==> src/rtl/hold_step_ctrl.sv <==
// hold_step_ctrl: stalls the PC on hold instructions until a debounced SW[8] press, then loads SW[7:0] and steps once.
// Optional macro SINGLE_STEP_EN adds a step_mode input that treats every instruction as held.
module hold_step_ctrl #(
    parameter  int unsigned DB_CYCLES = 3,
    localparam int unsigned CW        = $clog2(DB_CYCLES + 1)
) (
    input  logic clk,
    input  logic reset,
    input  logic hold_req,
    input  logic sw_go,
`ifdef SINGLE_STEP_EN
    input  logic step_mode,
`endif
    output logic pc_en,
    output logic sw_load,
    output logic waiting
);

    typedef enum logic [2:0] {
        RUN,
        ARM,
        WAIT_PRESS,
        LOAD,
        WAIT_REL
    } state_t;

    state_t        state;
    state_t        state_nxt;
    logic          s1;
    logic          s2;
    logic          go_db;
    logic [CW-1:0] cnt;
    logic          held;
    logic          load_sel;

    always_ff @(posedge clk or negedge reset) begin
        if (!reset) begin
            s1 <= 1'b0;
            s2 <= 1'b0;
        end else begin
            s1 <= sw_go;
            s2 <= s1;
        end
    end

    // go_db flips only after DB_CYCLES consecutive samples that disagree with it
    always_ff @(posedge clk or negedge reset) begin
        if (!reset) begin
            go_db <= 1'b0;
            cnt   <= '0;
        end else if (s2 == go_db) begin
            cnt <= '0;
        end else if (cnt == CW'(DB_CYCLES - 1)) begin
            go_db <= s2;
            cnt   <= '0;
        end else begin
            cnt <= cnt + CW'(1);
        end
    end

`ifdef SINGLE_STEP_EN
    logic load_hold;

    always_comb begin
        held = hold_req | step_mode;
    end

    // remember, while still in RUN, whether the stall came from a real hold instruction
    always_ff @(posedge clk or negedge reset) begin
        if (!reset) begin
            load_hold <= 1'b0;
        end else if (state == RUN) begin
            load_hold <= hold_req;
        end
    end

    always_comb begin
        load_sel = load_hold;
    end
`else
    always_comb begin
        held     = hold_req;
        load_sel = 1'b1;
    end
`endif

    always_ff @(posedge clk or negedge reset) begin
        if (!reset) begin
            state <= RUN;
        end else begin
            state <= state_nxt;
        end
    end

    always_comb begin
        state_nxt = state;
        case (state)
            RUN:        if (held) state_nxt = go_db ? ARM : WAIT_PRESS;
            ARM:        if (!go_db) state_nxt = WAIT_PRESS;
            WAIT_PRESS: if (go_db) state_nxt = LOAD;
            LOAD:       state_nxt = WAIT_REL;
            WAIT_REL:   if (!go_db) state_nxt = RUN;
            default:    state_nxt = RUN;
        endcase
    end

    always_comb begin
        pc_en   = 1'b0;
        sw_load = 1'b0;
        waiting = 1'b1;
        case (state)
            RUN: begin
                pc_en   = !held;
                waiting = 1'b0;
            end
            LOAD: begin
                pc_en   = 1'b1;
                sw_load = load_sel;
            end
            default: begin
                pc_en = 1'b0;
            end
        endcase
    end

endmodule

==> config.mk <==
export PLATFORM = sky130hd
export DESIGN_NAME = hold_step_ctrl
export DESIGN_NICKNAME = d
export VERILOG_FILES = /design/src/rtl/hold_step_ctrl.sv
export SDC_FILE = /design/constraint.sdc
export NUM_CORES = 1
export LEC_CHECK = 0
export ABC_AREA = 1
export CAP_MARGIN = 20
export CORE_AREA = 2 2 39 41
export CTS_CLUSTER_SIZE = 14
export DETAILED_ROUTE_END_ITERATION = 16
export DIE_AREA = 0 0 41 43
export GPL_TIMING_DRIVEN = 0
export PLACE_DENSITY = 0.47
export SLEW_MARGIN = 25
export SYNTH_ARGS = -nofsm -noshare
export SYNTH_HDL_FRONTEND = slang
export SYNTH_SLANG_ARGS = --single-unit
export TNS_END_PERCENT = 5
==> constraint.sdc <==
create_clock -name clk -period 1 [get_ports clk]
set_input_delay 0.2 -clock clk [delete_from_list [all_inputs] [get_ports clk]]
set_output_delay 0.2 -clock clk [all_outputs]
set_load 0.1 [all_outputs]
* Word-level counts from Yosys, hierarchy flattened
Index checks and enable logic that the tools add are counted.
** Storage, ports and cells
- Output and inout port bits :: 3
- Bits of input ports :: 4
- Logic and storage cells :: 32
- Bits in read-only memories :: 0
- Memories kept :: 0
- Bits in latches :: 0
- Bits in registers :: 8
- Memory bits (writable) :: 0
** Cells by class
- Eq/ne operators :: 10
- Multipliers :: 0
- $lt $le $gt $ge :: 0
- Shifts and indexed selects :: 0
- Add/subtract/negate cells :: 1
- Bitwise gates (word level) :: 1
- Divide/modulo/power cells :: 0
- Reductions and logical operators :: 4
- Muxes and demuxes :: 11
** Operators by type and width (count)
- one-hot mux 3 bit (5 select lines) :: 1
- two-way mux 3 bit :: 4
- inequality test 2 bit, second input constant :: 4
- equality test 3 x 2 -> 1 bit, second input constant :: 2
- two-way mux 2 bit :: 3
- AND reduction 4 bit :: 1
- equality test 3 x 1 -> 1 bit, second input constant :: 1
- equality test 3 bit, second input constant :: 1
- zero test 3 bit :: 1
- adder 2 x 1 -> 2 bit, second input constant :: 1
- equality test 2 bit, second input constant :: 1
- two-way mux 1 bit :: 2
- one-hot mux 1 bit (2 select lines) :: 1
- AND reduction 2 bit :: 1
- equality test 1 bit :: 1
- zero test 1 bit :: 1
- NOT 1 bit :: 1

* Logic depth before layout (Yosys ltp)
Gate-level depths: netlist (run 1).
- Depth in word-level cells :: 3
- Gate-level depth with buffers :: 5
- Gate-level depth less buffers :: 5

* Least setup slack after synthesis (run 1)
Ideal clock, no wire load.
- Path type :: flip-flop to output port
- Start point :: register state[0]
- End point :: output pc_en
- Data required time :: 0.800 ns
- Path slack :: -0.547 ns
- Arrival :: 1.347 ns
- Stages on the path, launching flop included :: 4
- Path through :: dfrtp_1 > nor2_2 > nand3b_2 > nand2_1
** Between the ends
- Word-level cells in the longest chain between the ends :: 2
- Elaborated cells between the ends (all ways) :: 3
- Classes of those cells :: 1 x eq/ne; 1 x mux; 1 x reduce/logical
** Ends and longest elaborated chain
- start: declaration :: RTL line 27 : state_t state;
- start signal: assignment :: RTL line 91 : state <= state_nxt;
- equality test 3 x 2 -> 1 bit or zero test 3 bit (tied branches) :: RTL line 111 : case (state)
- one-hot mux 1 bit (2 select lines) (*) :: RTL line 111
- end: declaration :: RTL line 14 : output logic pc_en,
Mark *: on every way between the ends. The rest lies on a longest branch, timed or not.

* Worst setup path in the final report (run 1)
Ends and elaborated chain as after synthesis.

==> results of run 1 <==
[state kept, by name (all words and copies together) (netlist names)]
register	flops
state	3
s2	1
go_db	1
s1	1
cnt	2
[path summary, 6_finish.rpt]
kind / end / slack [ns] / cells after the start
max: pc_en / -0.41 / 4
min: go_db / 0.23 / 1
max reg2reg: state[1] / -0.01 / 4
min reg2reg: s2 / 0.35 / 0
max in group asynchronous: state[2] / 0.49 / 1
min in group clk: s2 / 0.35 / 0
[synthesized netlist by cell type, types with 2 or more instances]
cell type / instances
inv_1: 3
o21ai_1: 3
nor3_1: 2
nand2_1: 8
inv_2: 4
nand3_1: 6
dfrtp_1: 8
[critical path, stage by stage (launching register included)]
cell and delay (ns):
dfrtp_2 0.45, nor2_4 0.16, nand3b_4 0.11, nand2_4 0.07
buf_12 0.17
[routing by layer]
metal,vias up,routed length (um),global-route usage,share of wire
met5,-,0,0,0
met1,150,291,0.111,0.43
met4,0,10,0.100,0.015
li1,161,-,-,-
met2,7,342,0.153,0.50
met3,2,34,0.0314,0.050
[timing repair]
item,4_1_cts,5_1_grt
gates cloned,0,0
resized for setup,30,0
pin swaps,1,0
endpoints found under the setup margin,4,5
buffers inserted,3,0
[through the flow]
step / hold WS [ns] / instances
after floorplan: -0.0956 / 41
after global placement: 0.340 / 63
after detailed placement: 0.341 / 63
after CTS: 0.229 / 69
after global routing: 0.255 / 69
final: 0.228 / 69
[area by class of cell]
class                           count  area, sq um
Multi-Input combinational cell     26          165
Inverter                            7         30.0
Tap cell                           16         20.0
Clock buffer                        3         22.5
Fill cell                         147          838
Timing Repair Buffer                9          104
Sequential cell                     8          204
[kinds of logic after synthesis]
group                  Yosys count
XOR/XNOR                         1
AND/OR/NAND/NOR                 19
flip-flops                       8
buffers and inverters            7
AO/OA/AOI/OAI                    6
==> impl_metrics.json, run 1 <==
{
  "nets": 59,
  "start_util": 0.262,
  "core_sq_um": 1380,
  "drt_pass1_iterations": 2,
  "grt.total_usage": 0.105,
  "grt_pass1_wl_mm": 1.20,
  "synth_flop_cell": "dfrtp_1",
  "fin_tns_setup_ns": -1.10,
  "post_drt_wl_per_cell_um": 9.84,
  "yosys.area_share.simple": 0.252,
  "setup_ws_ns": -0.410,
  "finalMaxSlewViolations": 0,
  "synth-async-reset-ratio": 1.00,
  "synth.area.top_cells": "dfrtp_1 (55%), nand3_1 (8.3%), nand2_1 (8.3%)",
  "hpwl_um": 508,
  "die_w_um": 41,
  "ctsHoldBuffers": 0,
  "crit_arrival_ns": 1.21,
  "grt_max_degree": 9,
  "synth-xor-area-share": 0.0241,
  "ys_warn_count": 0,
  "vias": 320,
  "cts_tree": "built",
  "final_common_cell": "nand2_1",
  "ys_seq_area_frac": 0.552,
  "crit_start": "state[0]",
  "synth_edf_count": 0,
  "critPathLaunchType": "flip-flop",
  "vias_per_cell": 4.64,
  "num_rows": 14,
  "status": "finished with violations",
  "worstReg2RegStart": "state[0]",
  "antenna_found_initial": 0,
  "synth_top_family_by_area": "simple AND/OR/NAND/NOR gates",
  "grt_pass1_vias": 324,
  "final-setup-viol-count": 4,
  "worst-path-max-fanout": 6,
  "hold_viol": 0,
  "layout-drive-gt1-share": 0.434,
  "avgSynthCellArea_sq_um": 8.85,
  "antenna_left": 0,
  "fin_area_sq_um": 546,
  "synthMuxAreaShare": 0,
  "fin_util": 0.394,
  "tightest_slew_ns": 0.349,
  "critPathKind": "flip-flop to primary output",
  "gp_congestion": 0.685,
  "cap_violations": 0,
  "netlist.area_leader.share": 0.552,
  "syn_nets": 45,
  "period_share": 1.41,
  "drt_iter0_markers": 2,
  "ctsHtreeMaxLevel": 1,
  "netlist_area_sq_um": 363,
  "rsz0062_at_grt": "true",
  "overflow": 0,
  "cts-root-buf": "clkbuf_4",
  "synthDistinctLibCells": 14,
  "synthToLayoutAreaGrowth_pct": 50.3,
  "drc": 0,
  "yosysTopAreaCell": "dfrtp_1",
  "skew_ns": 0.00157,
  "final_cell_mix": "nand2_1 (6), nand3_1 (5), dfrtp_1 (5), inv_2 (4)",
  "path_clk_slew_ns": 0.05,
  "wirelength_um": 679,
  "portBuffers": 6,
  "holdCritPathClass": "primary input to asynchronous set/reset pin",
  "maxSlewHeadroom": 0.767,
  "die_height_um": 43,
  "dp_slack_ns": -1.25,
  "synth_cells": 41,
  "clk_latency_ns": 0.24,
  "ys_seq_elements": 8,
  "cts_buffer_depth": 2,
  "antenna_cells": 0,
  "violations": "setup timing",
  "worstPathRequired_ns": 0.80,
  "dieArea_sq_um": 1760,
  "synth_adder_area_share": 0,
  "clock-sinks": 8,
  "place_area_sq_um": 462,
  "pin_count": 7,
  "max_freq_ghz": 0.709,
  "synth_compound_area_frac": 0.100,
  "layout_min_cycle_time_ns": 1.41,
  "crit_path_end_kind": "primary output",
  "cts_buffers": 3
}
Power of run 1 is left out: the tool's default activity adds up to more than one toggle a clock period on the data nets, which glitch-free logic cannot reach.
==> inputs of run 2 (changes only) <==
- SLEW_MARGIN: 25 -> 20
==> results of run 2 <==
No change in the layout: final DEF, timing and power equal those of run 1.
Power of run 2 is left out for the same reason.
